<file path="src/rtl/uart_arb_pkg.sv">
// -----------------------------------------------------------------------------
// uart_arb_pkg
// Shared types and constants for the JTAG UART transmit arbiter family.
//   state_t    : arbiter FSM states (idle / tag byte / packet data)
//   MAX_NREQ   : widest requester vector any arbiter in this family supports
//   ID_W       : width of a requester index
//   CNT_W      : width of the idle-timeout counter
//   TAG_PREFIX : upper nibble of the channel-tag byte
//   tag_byte() : builds the channel-tag byte for a requester index
// -----------------------------------------------------------------------------
package uart_arb_pkg;

    localparam int          MAX_NREQ   = 8;
    localparam int          ID_W       = 3;
    localparam int          CNT_W      = 16;
    localparam logic [3:0]  TAG_PREFIX = 4'hA;

    typedef enum logic [1:0] {
        ST_IDLE = 2'd0,
        ST_TAG  = 2'd1,
        ST_DATA = 2'd2
    } state_t;

    function automatic logic [7:0] tag_byte(input logic [ID_W-1:0] id);
        return {TAG_PREFIX, 1'b0, id};
    endfunction

endpackage

</file>
<file path="src/rtl/rr_picker.sv">
// -----------------------------------------------------------------------------
// rr_picker
// Combinational round-robin selector: returns the first set request bit found
// scanning upward from ptr, wrapping past NREQ-1 back to 0.
// Ports:
//   req [NREQ-1:0] : request vector
//   ptr [ID_W-1:0] : index to start the scan from (must be < NREQ)
//   idx [ID_W-1:0] : index of the winning request (0 when none)
//   any            : at least one request bit is set
// -----------------------------------------------------------------------------
module rr_picker
    import uart_arb_pkg::*;
#(
    parameter int NREQ = 4
) (
    input  logic [NREQ-1:0] req,
    input  logic [ID_W-1:0] ptr,
    output logic [ID_W-1:0] idx,
    output logic            any
);

    logic [2*NREQ-1:0] dbl;
    logic [NREQ-1:0]   rot;
    logic [ID_W:0]     sum;

    always_comb begin
        // Rotating a doubled copy right by ptr puts the scan start at bit 0,
        // so the lowest set bit of rot is the round-robin winner.
        dbl = {req, req};
        rot = NREQ'(dbl >> ptr);
        any = 1'b0;
        sum = '0;
        // Scan downward so the lowest set offset is the last one written.
        for (int k = NREQ - 1; k >= 0; k--) begin
            if (rot[k]) begin
                any = 1'b1;
                sum = {1'b0, ptr} + (ID_W+1)'(k);
            end
        end
        idx = (sum >= (ID_W+1)'(NREQ)) ? ID_W'(sum - (ID_W+1)'(NREQ))
                                       : sum[ID_W-1:0];
    end

endmodule

</file>
<file path="src/rtl/uart_tx_arbiter.sv">
// -----------------------------------------------------------------------------
// uart_tx_arbiter
// Packet-level round-robin arbiter sharing one JTAG UART TX byte channel
// among NREQ requesters. One requester is granted per packet (framed by
// req_last); an optional channel-tag byte precedes each packet, and bytes leave
// through a registered valid/ready stage. A grantee that stays idle for
// TIMEOUT consecutive cycles loses its grant.
// Ports:
//   clk, rstn            : clock, synchronous active-low reset
//   req_valid/last[NREQ] : per-requester byte valid / end-of-packet flag
//   req_data[8*NREQ]     : requester i on bits [8i+7:8i]
//   req_ready[NREQ]      : per-requester accept, at most one bit set
//   out_valid/out_data   : registered output byte toward the TX FIFO
//   out_ready            : TX FIFO not-full
//   grant_id             : current or most recent grantee
//   busy                 : arbiter is serving a packet
//   timeout_evt          : one-cycle pulse when a grant is revoked by timeout
// -----------------------------------------------------------------------------
module uart_tx_arbiter
    import uart_arb_pkg::*;
#(
    parameter int NREQ    = 4,
    parameter int TIMEOUT = 255,
    parameter int TAG_EN  = 1
) (
    input  logic              clk,
    input  logic              rstn,
    input  logic [NREQ-1:0]   req_valid,
    input  logic [8*NREQ-1:0] req_data,
    input  logic [NREQ-1:0]   req_last,
    output logic [NREQ-1:0]   req_ready,
    output logic              out_valid,
    output logic [7:0]        out_data,
    input  logic              out_ready,
    output logic [ID_W-1:0]   grant_id,
    output logic              busy,
    output logic              timeout_evt
);

    localparam logic [CNT_W-1:0] TO_LAST = CNT_W'(TIMEOUT - 1);

    state_t                  state;
    logic [ID_W-1:0]         rr_ptr;
    logic [CNT_W-1:0]        idle_cnt;

    logic [MAX_NREQ-1:0]     valid_ext;
    logic [MAX_NREQ-1:0]     last_ext;
    logic [8*MAX_NREQ-1:0]   data_ext;
    logic [MAX_NREQ-1:0]     ready_ext;
    logic                    out_free;
    logic                    gnt_valid;
    logic                    gnt_last;
    logic [7:0]              gnt_data;
    logic                    hs;
    logic                    load;
    logic [7:0]              load_byte;
    logic [ID_W-1:0]         pick_idx;
    logic                    pick_any;

    function automatic logic [ID_W-1:0] next_ptr(input logic [ID_W-1:0] g);
        return (g == ID_W'(NREQ - 1)) ? '0 : g + ID_W'(1);
    endfunction

    rr_picker #(
        .NREQ (NREQ)
    ) u_picker (
        .req  (req_valid),
        .ptr  (rr_ptr),
        .idx  (pick_idx),
        .any  (pick_any)
    );

    // Widen the requester buses to the family maximum so grant_id can index
    // them directly regardless of NREQ.
    assign valid_ext = MAX_NREQ'(req_valid);
    assign last_ext  = MAX_NREQ'(req_last);
    assign data_ext  = (8*MAX_NREQ)'(req_data);

    assign out_free  = !out_valid || out_ready;
    assign gnt_valid = valid_ext[grant_id];
    assign gnt_last  = last_ext[grant_id];
    assign gnt_data  = data_ext[{grant_id, 3'b000} +: 8];
    assign hs        = (state == ST_DATA) && gnt_valid && out_free;

    assign load      = ((state == ST_TAG) && out_free) || hs;
    assign load_byte = (state == ST_TAG) ? tag_byte(grant_id) : gnt_data;

    assign ready_ext = ((state == ST_DATA) && out_free) ? (MAX_NREQ'(1) << grant_id) : '0;
    assign req_ready = ready_ext[NREQ-1:0];
    assign busy      = (state != ST_IDLE);

    always_ff @(posedge clk) begin
        if (!rstn) begin
            state       <= ST_IDLE;
            grant_id    <= '0;
            rr_ptr      <= '0;
            idle_cnt    <= '0;
            out_valid   <= 1'b0;
            out_data    <= 8'h00;
            timeout_evt <= 1'b0;
        end else begin
            timeout_evt <= 1'b0;

            // Output stage: a load wins over a drain so back-to-back bytes
            // flow at one per cycle; the byte is held while the sink stalls.
            if (load) begin
                out_valid <= 1'b1;
                out_data  <= load_byte;
            end else if (out_ready) begin
                out_valid <= 1'b0;
            end

            unique case (state)
                ST_IDLE: begin
                    if (pick_any) begin
                        grant_id <= pick_idx;
                        if (TAG_EN != 0) begin
                            state <= ST_TAG;
                        end else begin
                            state    <= ST_DATA;
                            idle_cnt <= '0;
                        end
                    end
                end

                ST_TAG: begin
                    if (out_free) begin
                        state    <= ST_DATA;
                        idle_cnt <= '0;
                    end
                end

                ST_DATA: begin
                    if (hs) begin
                        idle_cnt <= '0;
                        if (gnt_last) begin
                            state  <= ST_IDLE;
                            rr_ptr <= next_ptr(grant_id);
                        end
                    end else if (!gnt_valid) begin
                        // Only cycles with nothing offered count as idle;
                        // a grantee stalled by the sink keeps its grant.
                        if (idle_cnt == TO_LAST) begin
                            timeout_evt <= 1'b1;
                            state       <= ST_IDLE;
                            rr_ptr      <= next_ptr(grant_id);
                        end else begin
                            idle_cnt <= idle_cnt + CNT_W'(1);
                        end
                    end
                end

                default: state <= ST_IDLE;
            endcase
        end
    end

endmodule

</file>
<file path="config.mk">
export PLATFORM = sky130hd
export DESIGN_NAME = uart_tx_arbiter
export DESIGN_NICKNAME = d
export VERILOG_FILES = /design/src/rtl/uart_arb_pkg.sv /design/src/rtl/rr_picker.sv /design/src/rtl/uart_tx_arbiter.sv
export SDC_FILE = /design/constraint.sdc
export NUM_CORES = 1
export LEC_CHECK = 0
export ABC_CLOCK_PERIOD_IN_PS = 2200
export BUFFER_PORTS_ARGS = -buffer_cell sky130_fd_sc_hd__buf_2
export CELL_PAD_IN_SITES_DETAIL_PLACEMENT = 0
export CELL_PAD_IN_SITES_GLOBAL_PLACEMENT = 1
export CORE_AREA = 2 2 107 109
export CTS_BUF_LIST = sky130_fd_sc_hd__clkbuf_4 sky130_fd_sc_hd__clkbuf_8
export CTS_CLUSTER_DIAMETER = 150
export DETAILED_ROUTE_END_ITERATION = 8
export DIE_AREA = 0 0 109 111
export GPL_ROUTABILITY_DRIVEN = 1
export PLACE_DENSITY_LB_ADDON = 0.1
export SKIP_CTS_REPAIR_TIMING = 1
export SLEW_MARGIN = 20
export SYNTH_ARGS = -nofsm -noshare
export SYNTH_HDL_FRONTEND = slang
export SYNTH_SLANG_ARGS = --single-unit
</file>
<file path="constraint.sdc">
create_clock -name clk -period 2.2 [get_ports clk]
set_input_delay 0.44 -clock clk [delete_from_list [all_inputs] [get_ports clk]]
set_output_delay 0.44 -clock clk [all_outputs]
set_load 0.01 [all_outputs]
</file>
==> metrics.yaml, run 1 <==
crit_required_ps: 1760
synth_area_per_cell_sq_um: 8.64
cp_top_family: "buffers and inverters"
ys.flop_type: "dfxtp_1"
worst_pin_slew_ps: 556
timing.rr.start: "idle_cnt[0]"
cts_tree: "yes"
ys_types: 66
hold_violations: 0
path_depth: 6
cap_violations: 0
start_util: 0.240
fin_nets: 447
cp_slowest_cell: "dfxtp_1"
multi_input_area_sq_mm: 0.00183
ys_async_sr_fraction: 0
drc: 0
die_area_sq_mm: 0.0121
vdd_drop_max_mv: 0.544
ys_ff_latch: 34
io_buffers: 60
reg2reg_to: "state[1]"
clock-skew-final_ps: 9.77
worstPathArrival_ps: 1590
die_y_um: 111
via_count: 2545
clock-sinks: 34
end_kind: "primary output"
yosys.area.top_type: "dfxtp_1"
reg2reg_slack_ps: 170
synth_nets: 364
row_count: 39
boundaryPins: 61
rsz0062_at_grt: "no"
tns_ps: 0
antenna_found_initial: 0
yosysSeqAreaShare: 0.256
slew_headroom: 0.630
grt_pass1_vias: 2506
wl_per_cell_um: 14.7
areaGrowthSynthToFinish_pct: 30.6
hold_depth: 2
grt_use_total: 0.133
fill_cells: 1156
clock.fmax_mhz: 492
antennaDiodeCount: 0
period_needed_ps: 2030
crit_type: "register to primary output"
h-tree-depth: 2
max_stage_delay_ps: 330
layout-drive-gt1-share: 0.327
grt_max_degree: 20
design.core.area_sq_mm: 0.0111
hold_end: "out_data[1]"
vias_per_cell: 4.77
synth_edf_count: 0
drtPass1Iterations: 4
ff2ff_path_depth: 7
cp_max_fo: 6
clk_pin_slew_ps: 80
synth_top_cell_area_share: 0.256
cp-start-kind: "register"
critPathBufInv: 3
synth_cells: 307
status: "finished, final reports clean"
netlist_area_sq_mm: 0.00265
leakage_nw: 1.39
die_w_um: 109
holdCritStartpoint: "out_data[1]"
power_mw: 3.30
grt_pass1_wl_mm: 12.7
dp_hpwl_mm: 6.06
seqCellArea_sq_um: 681
gp_congestion: 0.763
synth_area_leaders: "dfxtp_1 (26%), mux4_2 (7.6%), mux2i_1 (6.8%)"
first_iter_violations: 115
finalMaxSlewViolations: 0
cts.path.max_buffers: 2
ant_nets: 0
cts_root_buffer: "clkbuf_8"
overflow: 0
setup_viol: 0
hold_path.class: "register to register"
yosysWarnings: 0
power.density_mw_per_mm2: 953
wirelength_mm: 7.84
clock_latency_ps: 290
fin_crit_sh: 0.924
crit_path_cell_trace: "inv_1, ha_2, inv_2, nor3_4, and2_1, buf_2"
numCtsBuffers: 5
-- worst max path at each step --
stage | from | slack, ps | end
floorplan | grant_id[1] | 220 | idle_cnt[5]
global placement | req_valid[1] | 140 | idle_cnt[9]
detailed placement | req_valid[1] | 110 | state[0]
CTS | state[0] | -110 | req_ready[2]
global route | state[0] | 7 | req_ready[3]
finish | state[0] | 170 | req_ready[2]
-- report_power, final --
group | switching [mW] | internal, mW | total (mW)
clock | 0.262 | 0.484 | 0.746
combinational | 0.949 | 0.799 | 1.75
sequential | 0.0862 | 0.722 | 0.808
-- logic make-up (layout without fill, tap and decap cells) --
logic type / Yosys count / count (layout) / share of synthesized area
adders and majority gates: 14 / 14 / 0.0660
DFF: 34 / 34 / 0.256
buffers and inverters: 34 / 118 / 0.0575
xor gates and xnor gates: 1 / 1 / 0.00330
muxes: 32 / 32 / 0.167
and+or+nand+nor: 116 / 116 / 0.252
AOI/OAI and AO/OA: 76 / 76 / 0.198
-- Yosys cell counts, types with 2 or more instances --
cell	number
o311ai_1	2
ha_1	14
nand3_1	10
nand2b_1	11
and3_1	2
mux2_2	3
buf_6	2
nand2_1	31
nor3_1	11
nor2_1	7
o21ai_0	12
nor4_1	2
clkbuf_1	8
o21a_1	2
and4_1	5
mux4_2	9
nor2b_1	5
nand4_1	7
mux2i_2	2
inv_1	15
a211oi_1	3
and2_1	7
o21ai_1	3
buf_2	8
a21o_1	2
or3b_1	2
dfxtp_1	34
a31oi_1	5
a2111oi_0	2
or4_1	4
mux2i_1	18
a21oi_1	20
o31ai_1	3
a21boi_1	4
-- cells in the final DEF (no fill, tap or decap), types with 2 or more instances in the layout --
master	netlist	layout
buf_2	8	60
dfxtp_1	34	34
buf_4	0	33
nand2_1	31	31
a21oi_1	20	20
mux2i_1	18	18
inv_1	15	14
ha_1	14	13
o21ai_0	12	12
nand2b_1	11	11
nand3_1	10	10
nor3_1	11	10
mux4_2	9	9
and2_1	7	7
nor2_1	7	7
nand4_1	7	7
clkbuf_8	0	6
nor2b_1	5	5
and4_1	5	5
a31oi_1	5	5
a21boi_1	4	4
or4_1	4	4
a211oi_1	3	3
mux2_2	3	3
o21ai_1	3	3
o31ai_1	3	3
mux2i_2	2	2
a21o_1	2	2
o21a_1	2	2
nor4_1	2	2
or3b_1	2	2
a31o_2	1	2
a2111oi_0	2	2
o311ai_1	2	2
and3_1	2	2
bufinv_16	0	2
-- flip-flops by register name, indices dropped and copies added, names as in the netlist --
register	flops
rr_ptr	3
out_valid	1
out_data	8
state	2
timeout_evt	1
grant_id	3
idle_cnt	16
-- worst min-delay path, stage by stage (launching register included) --
cell and delay [ps]:
dfxtp_1 310, o21ai_0 60, a21oi_1 60
-- per-stage QoR --
stage / utilization / cell area, sq um / instances / hold WS, ps / worst slack (ps)
2_1_floorplan: - / 2650 / 307 / 451 / 220
3_3_place_gp: 0.299 / 3310 / 526 / 464 / 139
4_1_cts: 0.312 / 3450 / 534 / 485 / -107
3_5_place_dp: 0.299 / 3310 / 526 / 475 / 109
5_1_grt: 0.313 / 3460 / 534 / 500 / 6.89
6_report: 0.313 / 3460 / 534 / 483 / 166
-- per-layer routing --
layer  share of wire  vias to the layer above  global-route usage
met5               0                        -                   0
met1            0.49                     1165               0.185
met2            0.46                       59               0.210
met4          0.0065                        0              0.0231
li1                -                     1317                   -
met3           0.044                        4              0.0294
-- cell type report --
class / count / area share
tap: 143 / 0.0516
sequential: 34 / 0.196
timing repair buffer: 94 / 0.164
clock inverter: 2 / 0.0173
clock buffer: 6 / 0.0238
multi-input combinational: 239 / 0.529
inverter: 16 / 0.0173
(Power assumes the default switching activity.)
==> run 2: changes to the inputs <==
--- a/config.mk
+++ b/config.mk
@@ -9,11 +9,11 @@
 export BUFFER_PORTS_ARGS = -buffer_cell sky130_fd_sc_hd__buf_2
 export CELL_PAD_IN_SITES_DETAIL_PLACEMENT = 0
 export CELL_PAD_IN_SITES_GLOBAL_PLACEMENT = 1
-export CORE_AREA = 2 2 107 109
+export CORE_AREA = 2 2 87 89
 export CTS_BUF_LIST = sky130_fd_sc_hd__clkbuf_4 sky130_fd_sc_hd__clkbuf_8
 export CTS_CLUSTER_DIAMETER = 150
 export DETAILED_ROUTE_END_ITERATION = 8
-export DIE_AREA = 0 0 109 111
+export DIE_AREA = 0 0 89 91
 export GPL_ROUTABILITY_DRIVEN = 1
 export PLACE_DENSITY_LB_ADDON = 0.1
 export SKIP_CTS_REPAIR_TIMING = 1
==> metrics.yaml, run 2 (synthesis results as in run 1) <==
status: "finished, final reports clean"
cap_violations: 0
largest_register: "idle_cnt"
grt_use_total: 0.188
slew_headroom: 0.641
first_iter_violations: 91
power.density_mw_per_mm2: 953
wl_met1_mm: 3.25
power_mw: 3.21
grt_pass1_vias: 2525
wl_met3_um: 267
end_kind: "primary output"
grt_max_degree: 20
ant_nets: 0
boundaryPins: 61
timing.rr.start: "idle_cnt[0]"
numCtsBuffers: 5
cp-start-kind: "register"
hold_end: "out_data[3]"
reg2reg_to: "state[0]"
overflow: 0
gp_congestion: 0.806
h-tree-depth: 2
crit_path_cell_trace: "inv_1, ha_1, inv_1, nor3_4, and2_1, buf_2"
grt_pass1_wl_mm: 12.2
crit_type: "register to primary output"
internal_power_mw: 1.96
via_count: 2578
worst_pin_slew_ps: 538
tns_ps: 0
antenna_found_initial: 0
vdd_drop_max_mv: 0.464
drtPass1Iterations: 4
wl_per_cell_um: 14.7
fin_nets: 440
fin_crit_sh: 0.939
layout-drive-gt1-share: 0.315
hold_path.class: "register to register"
clk_pin_slew_ps: 80
die_y_um: 91
die_area_sq_mm: 0.00810
holdCritStartpoint: "out_data[3]"
largestRegisters: "idle_cnt x16, out_data x8"
cts_tree: "yes"
highest_layer: "met4"
io_buffers: 60
dr_wl_met2_mm: 3.47
largest_register_ffs: 16
clock.fmax_mhz: 484
worstPathArrival_ps: 1630
critPathMostFrequentCell: "inv_1"
start_util: 0.372
cp_max_fo: 5
die_w_um: 89
clock-skew-final_ps: 9.58
dp_hpwl_mm: 5.51
leakage_nw: 1.37
mostFrequentLayoutCells: "buf_2 (60), dfxtp_1 (34), nand2_1 (31)"
cts_root_buffer: "clkbuf_8"
finalMaxSlewViolations: 0
wirelength_mm: 7.09
crit_required_ps: 1760
final_common_cell: "buf_2"
switchingPower_mw: 1.25
clockPowerShare: 0.227
utilization: 0.472
period_needed_ps: 2070
max_stage_delay_ps: 370
sw_frac_of_total: 0.390
clock-sinks: 34
cts.path.max_buffers: 2
clock_latency_ps: 290
hold_depth: 2
antennaDiodeCount: 0
cp_slowest_cell: "dfxtp_1"
vias_per_cell: 5.34
holdWs_ps: 474
areaGrowthSynthToFinish_pct: 26.9
setup_viol: 0
hold_violations: 0
ff2ff_path_depth: 7
p_seq_frac: 0.253
design.core.area_sq_mm: 0.00714
row_count: 31
drc: 0
reg2reg_slack_ps: 170
combPwrFrac: 0.520
==> run 2: worst max-delay path by stage <==
stage | from | end | slack (ps) | cells past startpoint
floorplan | grant_id[1] | idle_cnt[5] | 220 | 7
global placement | req_valid[1] | idle_cnt[3] | 140 | 8
detailed placement | idle_cnt[1] | state[0] | 50 | 6
CTS | state[0] | req_ready[1] | 10 | 6
global route | idle_cnt[0] | idle_cnt[14] | -2 | 7
finish | state[0] | req_ready[1] | 130 | 6
==> run 2: area by class of cell <==
type	instances	area (sq um)
clock inverter	2	60.1
sequential	34	681
timing repair buffer	87	503
fill	740	3770
clock buffer	6	82.6
tap	99	124
inverter	16	60.1
multi-input combinational	239	1860
==> run 2: per-layer routing <==
layer,vias to the layer above,GRT usage
met5,-,0
met4,0,0.0423
met3,11,0.0345
met2,56,0.309
met1,1212,0.253
li1,1299,-
==> run 2: per-stage QoR <==
stage / cell area [sq um] / worst slack, ps / cells
2_1_floorplan: 2650 / 220 / 307
3_3_place_gp: 3180 / 138 / 474
3_5_place_dp: 3180 / 51.1 / 474
4_1_cts: 3320 / 11.8 / 482
5_1_grt: 3370 / -1.62 / 483
6_report: 3370 / 135 / 483
==> run 2: power groups by stage <==
stage | clock network [mW] | logic (mW) | registers, mW
floorplan | 0 | 1.13 | 0.840
global placement | 0 | 1.66 | 0.825
detailed placement | 0 | 1.66 | 0.827
CTS | 0.743 | 1.67 | 0.813
global route | 0.772 | 1.86 | 0.830
finish | 0.728 | 1.67 | 0.812
==> run 2: worst max-delay path, delay by kind of cell, from the launching register on <==
family	cells	cell delay, ps
buffers and inverters	3	470
DFF	1	370
and+or+nand+nor	2	260
adders and majority gates	1	230
==> run 3: changes to the inputs <==
--- a/config.mk
+++ b/config.mk
@@ -17,6 +17,7 @@
 export GPL_ROUTABILITY_DRIVEN = 1
 export PLACE_DENSITY_LB_ADDON = 0.1
 export SKIP_CTS_REPAIR_TIMING = 1
+export SKIP_LAST_GASP = 1
 export SLEW_MARGIN = 20
 export SYNTH_ARGS = -nofsm -noshare
 export SYNTH_HDL_FRONTEND = slang
==> constraint.sdc (replaced) <==
create_clock -name clk -period 2.2 [get_ports clk]
set_input_delay 0.22 -clock clk [delete_from_list [all_inputs] [get_ports clk]]
set_output_delay 0.22 -clock clk [all_outputs]
set_load 0.01 [all_outputs]
==> metrics.yaml, run 3 (synthesis results as in run 1) <==
utilization: 0.458
numCtsBuffers: 5
ant_nets: 0
fin_crit_sh: 0.922
via_count: 2531
h-tree-depth: 2
die_area_sq_mm: 0.00810
start_util: 0.372
layout-drive-gt1-share: 0.302
leakage_nw: 1.31
die_w_um: 89
crit_path_cell_trace: "inv_1, ha_1, nor4b_2, nand4_1, mux2_2, a211oi_2, mux2i_1"
cts.path.max_buffers: 2
final_common_cell: "buf_2"
cap_violations: 0
grt_use_total: 0.182
wl_per_cell_um: 14.5
grt_pass1_vias: 2499
multi_input_area_sq_mm: 0.00184
worst_pin_slew_ps: 531
clock-sinks: 34
wirelength_mm: 6.92
crit_required_ps: 2420
max_stage_delay_ps: 350
cts_tree: "yes"
cp-start-kind: "register"
clk_pin_slew_ps: 70
clock-skew-final_ps: 6.27
mostFrequentLayoutCells: "buf_2 (60), dfxtp_1 (34), nand2_1 (31)"
vias_per_cell: 5.31
worstPathArrival_ps: 2240
grt_pass1_wl_mm: 11.8
fin_nets: 436
boundaryPins: 61
hold_violations: 0
end_kind: "register"
overflow: 0
design.core.area_sq_mm: 0.00714
crit_type: "register to register"
largest_register: "idle_cnt"
hold_path.class: "primary input to register"
dp_hpwl_mm: 5.39
ff2ff_path_depth: 7
fill_cells: 743
largest_register_ffs: 16
row_count: 31
drc: 0
power_mw: 2.92
areaGrowthSynthToFinish_pct: 23.2
grt_max_degree: 18
slew_headroom: 0.646
first_iter_violations: 71
io_buffers: 60
setup_viol: 0
status: "finished, final reports clean"
power.density_mw_per_mm2: 891
clock.fmax_mhz: 493
clock_latency_ps: 290
cts_root_buffer: "clkbuf_8"
period_needed_ps: 2030
vdd_drop_max_mv: 0.451
cp_max_fo: 5
gp_congestion: 0.769
finalMaxSlewViolations: 0
seqCellArea_sq_um: 681
antennaDiodeCount: 0
drtPass1Iterations: 4
hold_depth: 3
cp_slowest_cell: "dfxtp_1"
die_y_um: 91
largestRegisters: "idle_cnt x16, out_data x8"
antenna_found_initial: 0
==> run 3: path summary, 6_finish.rpt <==
check,from,endpoint,slack [ps]
max,idle_cnt[0],state[0],170
min,rstn,state[1],330
max reg2reg,idle_cnt[0],state[0],170
min reg2reg,out_data[3],out_data[3],480
==> run 3: per-stage QoR <==
stage	instances	TNS [ps]	hold slack [ps]	setup WS [ps]	area [sq um]
5_1_grt	477	-11.8	345	-11.8	3270
2_1_floorplan	307	0	364	220	2650
3_3_place_gp	470	0	464	92.8	3160
4_1_cts	476	0	321	30.5	3250
3_5_place_dp	470	0	473	105	3160
6_report	477	0	328	172	3270
==> run 3: layout make-up <==
type | instances | share of cell area
inverters | 16 | 0.0184
multi-input cells | 239 | 0.562
repair buffers | 83 | 0.148
well taps | 99 | 0.0379
clock buffers | 6 | 0.0252
flip-flops and latches | 34 | 0.208
==> run 3: report_power, final <==
part           switching (mW)  internal (mW)
combinational           0.905          0.735
sequential             0.0908          0.723
clock                   0.221          0.241
total                    1.22           1.70
==> run 3: worst max-delay path: cells and delay by family (launching register included) <==
family / cells / cell delay, ps
buf+inv: 1 / 80
fa+ha+maj: 1 / 140
mux: 2 / 570
flops: 1 / 350
compound gates: 1 / 330
simple gates: 2 / 490
==> run 3: routing by layer <==
layer,part of all wire,GRT usage,wire length [um],up-vias
li1,-,-,-,1295
met1,0.47,0.237,3220,1180
met2,0.50,0.312,3430,50
met3,0.030,0.0318,211,6
met4,0.0087,0.0373,60,0
met5,0,0,0,-
